File: src/rtl/fc_input_packer.sv
// fc_input_packer: reorders position-major pooled values into FC1's channel-major A/B banks
//   clk            rising-edge clock
//   rst            asynchronous active-low reset
//   en             level enable, low aborts to IDLE
//   start          one-cycle pack request, accepted only in IDLE with en high
//   pool_read_addr pool buffer address p*CHANNELS + c
//   pool_read_data pool buffer data, one-cycle read latency
//   bank_a_we      bank A write enable (j < HALF_SET)
//   bank_b_we      bank B write enable (j >= HALF_SET)
//   bank_wr_addr   shared bank address g*HALF_SET + j%HALF_SET
//   bank_wr_data   shared bank write data
//   busy           high from start acceptance until done
//   pack_done      one-cycle completion pulse
// Optional: define FC_PACK_RELU_EN to clamp negative values to zero on the write path.
module fc_input_packer #(
    parameter int DATA_WIDTH = 16,
    parameter int CHANNELS   = 16,
    parameter int POSITIONS  = 25,
    parameter int HALF_SET   = 8
) (
    input  logic                         clk,
    input  logic                         rst,
    input  logic                         en,
    input  logic                         start,
    output logic [8:0]                   pool_read_addr,
    input  logic signed [DATA_WIDTH-1:0] pool_read_data,
    output logic                         bank_a_we,
    output logic                         bank_b_we,
    output logic [7:0]                   bank_wr_addr,
    output logic [DATA_WIDTH-1:0]        bank_wr_data,
    output logic                         busy,
    output logic                         pack_done
);
    localparam int CW = $clog2(CHANNELS);
    localparam int PW = $clog2(POSITIONS);
    localparam logic [CW-1:0] LAST_C = CW'(CHANNELS - 1);
    localparam logic [PW-1:0] LAST_P = PW'(POSITIONS - 1);
    localparam logic [8:0] GRP = 9'(2 * HALF_SET);
    localparam logic [8:0] HS  = 9'(HALF_SET);

    typedef enum logic [1:0] {IDLE, READ, DRAIN, DONE} state_t;

    state_t          state, nxt;
    logic [CW-1:0]   c;
    logic [PW-1:0]   p;
    logic [8:0]      n;
    logic            rd, last, hi;
    logic [DATA_WIDTH-1:0] wr_val;

    assign rd   = en && state == READ;
    assign last = c == LAST_C && p == LAST_P;
    assign hi   = (n % GRP) >= HS;

    always_comb begin
        nxt            = state;
        busy           = state != IDLE;
        pack_done      = state == DONE;
        pool_read_addr = state == READ ? 9'(p * CHANNELS + c) : '0;
        if (!en)
            nxt = IDLE;
        else if (state == IDLE && start)
            nxt = READ;
        else if (state == READ && last)
            nxt = DRAIN;
        else if (state == DRAIN)
            nxt = DONE;
        else if (state == DONE)
            nxt = IDLE;
    end

    always_ff @(posedge clk or negedge rst) begin
        if (!rst)
            state <= IDLE;
        else
            state <= nxt;
    end

    // Write strobes and address trail the read by one cycle, lining up with the pool data.
    always_ff @(posedge clk or negedge rst) begin
        if (!rst) begin
            c            <= '0;
            p            <= '0;
            n            <= '0;
            bank_a_we    <= 1'b0;
            bank_b_we    <= 1'b0;
            bank_wr_addr <= '0;
        end else begin
            bank_a_we    <= rd && !hi;
            bank_b_we    <= rd && hi;
            bank_wr_addr <= rd ? 8'(n / GRP * HS + n % HS) : '0;
            n            <= rd ? n + 1'b1 : '0;
            p            <= rd && p != LAST_P ? p + 1'b1 : '0;
            c            <= !rd ? '0 : p == LAST_P ? c + 1'b1 : c;
        end
    end

`ifdef FC_PACK_RELU_EN
    assign wr_val = pool_read_data < 0 ? '0 : pool_read_data;
`else
    assign wr_val = pool_read_data;
`endif

    // Data is gated by the strobes so the bus reads zero whenever nothing is written.
    assign bank_wr_data = bank_a_we || bank_b_we ? wr_val : '0;
endmodule
File: config.mk
export PLATFORM = sky130hd
export DESIGN_NAME = fc_input_packer
export DESIGN_NICKNAME = d
export VERILOG_FILES = /design/src/rtl/fc_input_packer.sv
export SDC_FILE = /design/constraint.sdc
export NUM_CORES = 1
export LEC_CHECK = 0
export ABC_AREA = 1
export CAP_MARGIN = 40
export CELL_PAD_IN_SITES_DETAIL_PLACEMENT = 1
export CELL_PAD_IN_SITES_GLOBAL_PLACEMENT = 1
export CORE_UTILIZATION = 35
export DETAILED_ROUTE_END_ITERATION = 7
export DONT_BUFFER_PORTS = 1
export PLACE_DENSITY = 0.6
export SLEW_MARGIN = 20
export SYNTH_ARGS = -nofsm -noshare
export SYNTH_HDL_FRONTEND = slang
export SYNTH_SLANG_ARGS = --single-unit
File: constraint.sdc
create_clock -name clk -period 1.4 [get_ports clk]
set_input_delay 0.28 -clock clk [delete_from_list [all_inputs] [get_ports clk]]
set_output_delay 0.28 -clock clk [all_outputs]
set_load 0.005 [all_outputs]
; ---- Yosys cells after proc, flatten, opt, wreduce, memory -nomap -nowiden
; Cells that the tools add are included.
[word_totals]
rom_bits = 0
regBits = 30
latchBits = 0
elab_cells = 44
out_inout_bits = 37
ramBits = 0
n_memories = 0
inputBits = 20
[classes]
div = 0
mux = 12
n_bitwise = 0
n_mul = 0
n_eq_ne = 8
n_reduce_logical = 11
n_lt_le_gt_ge = 1
shifts = 0
add_sub_neg = 5
[ops]
columns = operator, n
row1 = $mux W9, 2
row2 = $mux W16, 1
row3 = $mux W2, 5
row4 = $add A9 B1 Y9 const B, 1
row5 = $add A9 B4 Y9, 1
row6 = $add A8 B3 Y8, 1
row7 = $mux W4, 2
row8 = $mux W8, 1
row9 = $logic_and A1 B1 Y1, 7
row10 = $add A5 B1 Y5 const B, 1
row11 = $eq A5 B5 Y1 const B, 1
row12 = $mux W5, 1
row13 = $ne A5 B1 Y1 const B, 1
row14 = $ne A5 B5 Y1 const B, 1
row15 = $add A4 B1 Y4 const B, 1
row16 = $eq A2 B2 Y1 const B, 2
row17 = $eq A4 B4 Y1 const B, 1
row18 = $ge A4 B4 Y1 const B, 1
row19 = $eq A2 B1 Y1 const B, 1
row20 = $logic_not A2 Y1, 1
row21 = $ne A2 B1 Y1 const B, 1
row22 = $reduce_bool A2 Y1, 1
row23 = $logic_not A1 Y1, 1
row24 = $logic_or A1 B1 Y1, 1

; ---- Longest topological paths before layout
; Gate-level depths: netlist (run 1).
[logic_depth]
ltp_word = 6
ltp_mapped = 8
mapped_depth_nobuf = 8

; ---- Least setup slack after synthesis (run 1)
; OpenSTA, ideal clock, no wires.
[synth_path]
kind = register to output
from = reg bank_b_we
to = out bank_wr_data[0]
stages_incl_launch_ff = 4
path_buffers = 1
setup_slack_ns = 0.171
t_required_ns = 1.120
t_arrival_ns = 0.949
path_cell_list = dfrtp_1 -> nor2_1 -> buf_2 -> nor2_1
[synth_via]
elab_chain_cells = 2
[synth_rtl]
columns = item, line
row1 = "start, declared", 28  ; output logic bank_b_we,
row2 = "start signal, assigned", 89  ; bank_b_we <= rd && hi;
row3 = $logic_or A1 B1 Y1, 104  ; assign bank_wr_data = bank_a_we || bank_b_we ? wr_val : '0;
row4 = $mux W16, 104
row5 = "end, declared", 30  ; output logic [DATA_WIDTH-1:0] bank_wr_data,
; No other way between the ends.

; ---- Worst setup path after layout (run 1)
[layout_path]
from = reg state[1]
to = out pool_read_addr[3]
[layout_via]
elab_chain_cells = 2
[layout_rtl]
columns = item, line
row1 = "start, declared", 43  ; state_t state, nxt;
row2 = "start signal, assigned", 75  ; state <= nxt;
row3 = $eq A2 B1 Y1, 58  ; pool_read_addr = state == READ ? 9'(p * CHANNELS + c) : '0;
row4 = $mux W9, 58
row5 = "end, declared", 25  ; output logic [8:0] pool_read_addr,
; No other way between the ends.

==> reports/qor.csv, run 1 <==
stage;metric;value;unit
sta;fmax;733;MHz
job;max cap viols;0;
power;PD cells;964;nW/um2
drt;WL final;3460;um
placed_design;Placer Congestion;0.748;
drt;vias;1243;
worst_hold_path;HP Start;en;
setup_path;CP Class;reg -> out;
cts;H-Tree Depth;2;
drt;metal1 wirelength;1390;um
finish;# diodes;0;
synth;synthesized area;1510;um2
die;initial core utilization;0.371;
synth;Cell variety after synth;22;
finish;Core Util, Final;0.452;
die;die area;4570;um2
drt;Top Metal Used;met4;
global_route;largest net degree at the start of global routing;31;
sta;final hold vios;0;
synth;top_reg_cell synth;dfrtp_1;
global_route;total congestion overflow;0;
drt;# DRC;0;
drt;drt first pass iters;2;
sta;worst-margin pin slew;364;ps
synth;Syn Inst Count;193;
synth;Synth area leader;dfrtp_1;
global_route;first-pass GRT wire length;5130;um
setup_path;CP cell instances;inv_4 -> nand2_8 -> nor2_4;
setup_path;crit path DAT;1080;ps
cts;root buffer cell;clkbuf_8;
drt;DR WL/cell;13.3;um
cts;CTS clk-pin slew, worst paths;60;ps
cts;# clock sinks;30;
setup_path;Largest stage delay, worst path;440;ps
die;core area;4060;um2
drt;metal3 WL;187;um
synth;yosys warns;0;
sta;fin. max-slew vios;0;
synth;Avg Inst Size Synth;7.81;um2
synth;Synth area leaders;dfrtp_1 (50%), nor2_1 (13%), inv_1 (9.5%);
finish;Fillers;502;
die;die height;67.6;um
die;I/O Pins;57;
cts;CTS buffer count;5;
sta;unrepaired setup endpoints after global routing;yes;
cts;clk buf depth;2;
finish;final non-filler cell area;1840;um2
global_route;initial antenna violation count;0;
setup_path;Critical R2R Launch;p[0]$_DFF_PN0_;
drt;routed wl met2;1860;um
sta;Setup TNS Final;0;ps
power;Total Power;1.77;mW
global_route;vias in the first global route;1174;
placed_design;Post-DP Area;1560;um2
setup_path;CP endpoint kind;primary output;
synth;most common cell in the netlist;nor2_1;
sta;Slew headroom;0.757;
synth;Seq/Total Area, Yosys;0.498;
cts;CTS tree;yes;
sta;skew final;5.83;ps
setup_path;Reg2Reg Setup Slack;110;ps
power;Leak Pwr;0.876;nW
setup_path;CP top delay family;flip-flops;
synth;Post-synth top cells;nor2_1 (53), inv_1 (38), dfrtp_1 (30), nand2_1 (19), nand3_1 (13);
die;Die X-Extent;67.6;um
setup_path;Crit Path Max Fanout;5;
sta;Period minus WS final;1360;ps
die;row cnt;23;
placed_design;# port buffers;0;
worst_hold_path;worst hold path type;in -> reg;
synth;ys async rst share;1.00;
drt;initial drt markers;42;
run_status;outcome;completed;
setup_path;CP required;1120;ps
synth;Synth Register Bits;30;
setup_path;critical path startpoint;state[1]$_DFFE_PN0P_;
setup_path;Setup crit start kind;flop;
sta;final setup violation count;0;
setup_path;Crit-path slowest cell;dfrtp_1;
setup_path;WP buf/inv;1;
drt;Post-DRT Antenna Nets;0;
finish;share of post-route cells with drive strength above 1;0.219;
placed_design;dpl hpwl;2370;um
cts;Clock Latency Late Sink;280;ps
global_route;GRT Overall Usage;0.158;
synth;synthesized net count;218;
power;worst vdd ir;0.000467;V
placed_design;Place WS;21.6;ps
finish;# nets final;234;
sta;post-route clock period utilization;0.975;
synth;number of enable flip-flop cells after synthesis;0;
finish;area grow syn2layout;21.8;%
sta;final worst slack;35.4;ps
synth;area share of the largest cell type after synthesis;0.498;
drt;Vias per Instance;4.78;
[cell type report]
| class | instances | area (um2) | area share |
|---|---|---|---|
| Inverter | 44 | 168 | 0.0913 |
| Clock buffer | 6 | 82.6 | 0.0450 |
| Timing Repair Buffer | 11 | 105 | 0.0573 |
| Tap cell | 50 | 62.6 | 0.0341 |
| Clock inverter | 2 | 12.5 | 0.00682 |
| Multi-Input combinational cell | 117 | 653 | 0.356 |
| Sequential cell | 30 | 752 | 0.410 |
[worst register-to-register path, delay by kind of cell (launching register included)]
kind,cells,cell delay (ps)
flops,1,420
buf+inv,1,100
simple gates,5,510
fa+ha+maj,1,140
[stage by stage]
| stage | hold slack, ps | std cells |
|---|---|---|
| CTS | 115 | 252 |
| finish | 122 | 260 |
| floorplan | -15.6 | 193 |
| global placement | -15.0 | 242 |
| detailed placement | -15.0 | 242 |
| global route | 135 | 260 |
[cells in the final DEF, fill, tap and decap left out, types with 3 or more instances in the layout]
cell / count
inv_2: 7
buf_4: 7
dfrtp_1: 29
nand2_1: 18
a21oi_1: 4
clkbuf_8: 6
nor2_4: 3
ha_1: 3
inv_1: 36
nor2_1: 47
nor2_2: 6
o21ai_1: 7
nand3_1: 12
[where the power goes]
group          internal (mW)  switching, mW
sequential             0.878         0.0181
combinational         0.0572         0.0981
clock                  0.394          0.325
[layer usage]
layer,vias to the layer above,global-route usage
met5,-,0
met4,0,0.0612
met3,4,0.0709
met2,32,0.264
met1,597,0.173
li1,610,-
[repair_timing]
item	in CTS	in global routing
cloned	0	2
endpoints found under the setup margin	9	33
buffers inserted	0	6
hold endpoints to repair	30	0
hold buffers	2	0
pin swaps	0	5
gates resized for setup	3	22
[logic make-up after synthesis]
group                    count (synthesis)  share of synthesized area
buffers and inverters                   47                      0.124
AND/OR/NAND/NOR                         95                      0.271
adder cells (fa/ha/maj)                  5                     0.0415
XOR/XNOR                                 3                     0.0174
AO/OA/AOI/OAI                           13                     0.0482
flip-flops                              30                      0.498
[worst paths after layout]
kind                                        endpoint  cells past startpoint
max in group asynchronous       state[0]$_DFFE_PN0P_                      2
worst min register to register        p[0]$_DFF_PN0_                      1
min in group asynchronous             p[3]$_DFF_PN0_                      2
worst max register to register  state[0]$_DFFE_PN0P_                      7
worst max-delay path               pool_read_addr[3]                      3
worst min-delay path            state[0]$_DFFE_PN0P_                      2
[flip-flops by register name, summed over array words and instances, names as in the netlist]
signal,cells
bank_b_we,1
state,2
bank_wr_addr,8
n,9
bank_a_we,1
c,4
p,5
No activity file was read; power rests on OpenSTA's default activity.
==> inputs of run 2 (changes only) <==
--- a/config.mk
+++ b/config.mk
@@ -10,9 +10,11 @@
 export CELL_PAD_IN_SITES_DETAIL_PLACEMENT = 1
 export CELL_PAD_IN_SITES_GLOBAL_PLACEMENT = 1
 export CORE_UTILIZATION = 35
+export CTS_CLUSTER_DIAMETER = 200
 export DETAILED_ROUTE_END_ITERATION = 7
 export DONT_BUFFER_PORTS = 1
 export PLACE_DENSITY = 0.6
+export SKIP_LAST_GASP = 1
 export SLEW_MARGIN = 20
 export SYNTH_ARGS = -nofsm -noshare
 export SYNTH_HDL_FRONTEND = slang
==> run 2 against run 1 <==
Via count is the same. Largest cell class unchanged. Utilization shrank 0.37 points. Critical path type unchanged. Critical path depth is the same. Sequential power is essentially flat. Wire length shrank 0.92%.
==> reports/qor.csv, run 2 (synthesis results as in run 1) <==
stage;metric;value;unit
finish;leading cell type in the layout, fill and taps excluded;nor2_1;
drt;WL final;3430;um
sta;post-route clock period utilization;0.976;
die;die height;67.6;um
sta;worst-margin pin slew;360;ps
placed_design;dpl hpwl;2370;um
finish;Fillers;502;
global_route;first-pass GRT wire length;5130;um
finish;highest-count cells in the layout ignoring fill and taps;nor2_1 (47), inv_1 (36), dfrtp_1 (29);
sta;final hold vios;0;
sta;final setup violation count;0;
sta;unrepaired setup endpoints after global routing;yes;
placed_design;placed insts;242;
drt;vias;1243;
die;die area;4570;um2
cts;CTS tree;yes;
die;I/O Pins;57;
finish;post-route non-filler standard cell count;260;
sta;Period minus WS final;1370;ps
global_route;total congestion overflow;0;
finish;area grow syn2layout;20.8;%
setup_path;CP Class;reg -> out;
die;core area;4060;um2
setup_path;Setup crit start kind;flop;
global_route;largest net degree at the start of global routing;31;
drt;initial drt markers;27;
die;row cnt;23;
cts;clk buf depth;2;
drt;Vias per Instance;4.78;
worst_hold_path;worst hold path type;in -> reg;
sta;skew final;4.94;ps
sta;minimum hold slack;121;ps
global_route;initial antenna violation count;0;
placed_design;# port buffers;0;
finish;# nets final;234;
finish;Top reg by flops;n;
setup_path;crit path DAT;1090;ps
finish;Multi-input gate area;638;um2
power;worst vdd ir;0.000466;V
die;Die X-Extent;67.6;um
drt;# DRC;0;
sta;Slew headroom;0.760;
run_status;outcome;completed;
job;max cap viols;0;
sta;fin. max-slew vios;0;
cts;CTS buffer count;5;
cts;# clock sinks;30;
global_route;GRT Overall Usage;0.158;
cts;H-Tree Depth;2;
placed_design;Placer Congestion;0.748;
setup_path;CP required;1120;ps
cts;Clock Latency Late Sink;280;ps
finish;register area;752;um2
finish;# diodes;0;
cts;CTS clk-pin slew, worst paths;60;ps
drt;drt first pass iters;3;
global_route;vias in the first global route;1174;
finish;share of post-route cells with drive strength above 1;0.219;
drt;Post-DRT Antenna Nets;0;
finish;max reg flops;9;
cts;root buffer cell;clkbuf_8;
sta;fmax;732;MHz
power;Leak Pwr;0.871;nW
die;initial core utilization;0.371;
setup_path;Crit Path Max Fanout;5;
setup_path;CP endpoint kind;primary output;
power;PD cells;969;nW/um2
finish;biggest regs;n: 9 flops, bank_wr_addr: 8 flops, p: 5 flops;
drt;DR WL/cell;13.2;um
## run 2: cell types whose count changed in the layout (fill, tap and decap cells not counted)
cell,change
nand2_2,+1
ha_2,+1
ha_4,-1
nand2_4,-1
## run 2: layer usage
layer	share of wire	GRT usage
met1	0.39	0.173
met2	0.55	0.264
met3	0.056	0.0709
met4	0.0076	0.0612
met5	0	0
## run 2: critical path: stages (launching register included)
cell and delay (ps):
dfrtp_1 440, inv_4 140, nand2_8 80, nor2_4 140
## run 2: cell type report
| type | instances | share of cell area |
|---|---|---|
| inverter | 44 | 0.0921 |
| timing repair buffer | 11 | 0.0577 |
| clock inverter | 2 | 0.00687 |
| clock buffer | 6 | 0.0454 |
| tap | 50 | 0.0344 |
| multi-input combinational | 117 | 0.351 |
| sequential | 30 | 0.413 |
## run 2: where the power goes
part / leakage (nW) / internal, mW / switching [mW]
clock network: 0.0472 / 0.394 / 0.324
logic: 0.409 / 0.0548 / 0.0955
registers: 0.415 / 0.878 / 0.0182
total: 0.871 / 1.33 / 0.437
## run 2: metrics by stage
step                power [mW]  utilization  setup slack (ps)  cell area (um2)  TNS [ps]
floorplan                0.981            -               171             1510         0
global placement         0.999        0.385              80.7             1560         0
detailed placement        1.00        0.385              21.6             1560         0
CTS                       1.77        0.419            -0.594             1700    -0.594
global route              1.86        0.449             -19.3             1820      -137
finish                    1.76        0.449              33.3             1820         0
## run 2: timing repair
| item | in CTS | in global routing |
|---|---|---|
| gates cloned | 0 | 2 |
| buffers inserted | 0 | 6 |
| resized for setup | 3 | 20 |
| endpoints found under the hold margin | 30 | 0 |
| hold buffers | 2 | 0 |
| pin swaps | 0 | 5 |
| endpoints found under the setup margin | 9 | 33 |
## run 2: worst paths after layout
path | startpoint | endpoint | slack, ps | depth (start not counted)
worst max-delay path | state[1]$_DFFE_PN0P_ | pool_read_addr[3] | 30 | 3
worst min-delay path | en | state[0]$_DFFE_PN0P_ | 120 | 2
worst max register to register | p[0]$_DFF_PN0_ | state[0]$_DFFE_PN0P_ | 70 | 7
worst min register to register | p[0]$_DFF_PN0_ | p[0]$_DFF_PN0_ | 520 | 1
max in group asynchronous | rst | state[0]$_DFFE_PN0P_ | 760 | 2
min in group asynchronous | rst | p[3]$_DFF_PN0_ | 460 | 2
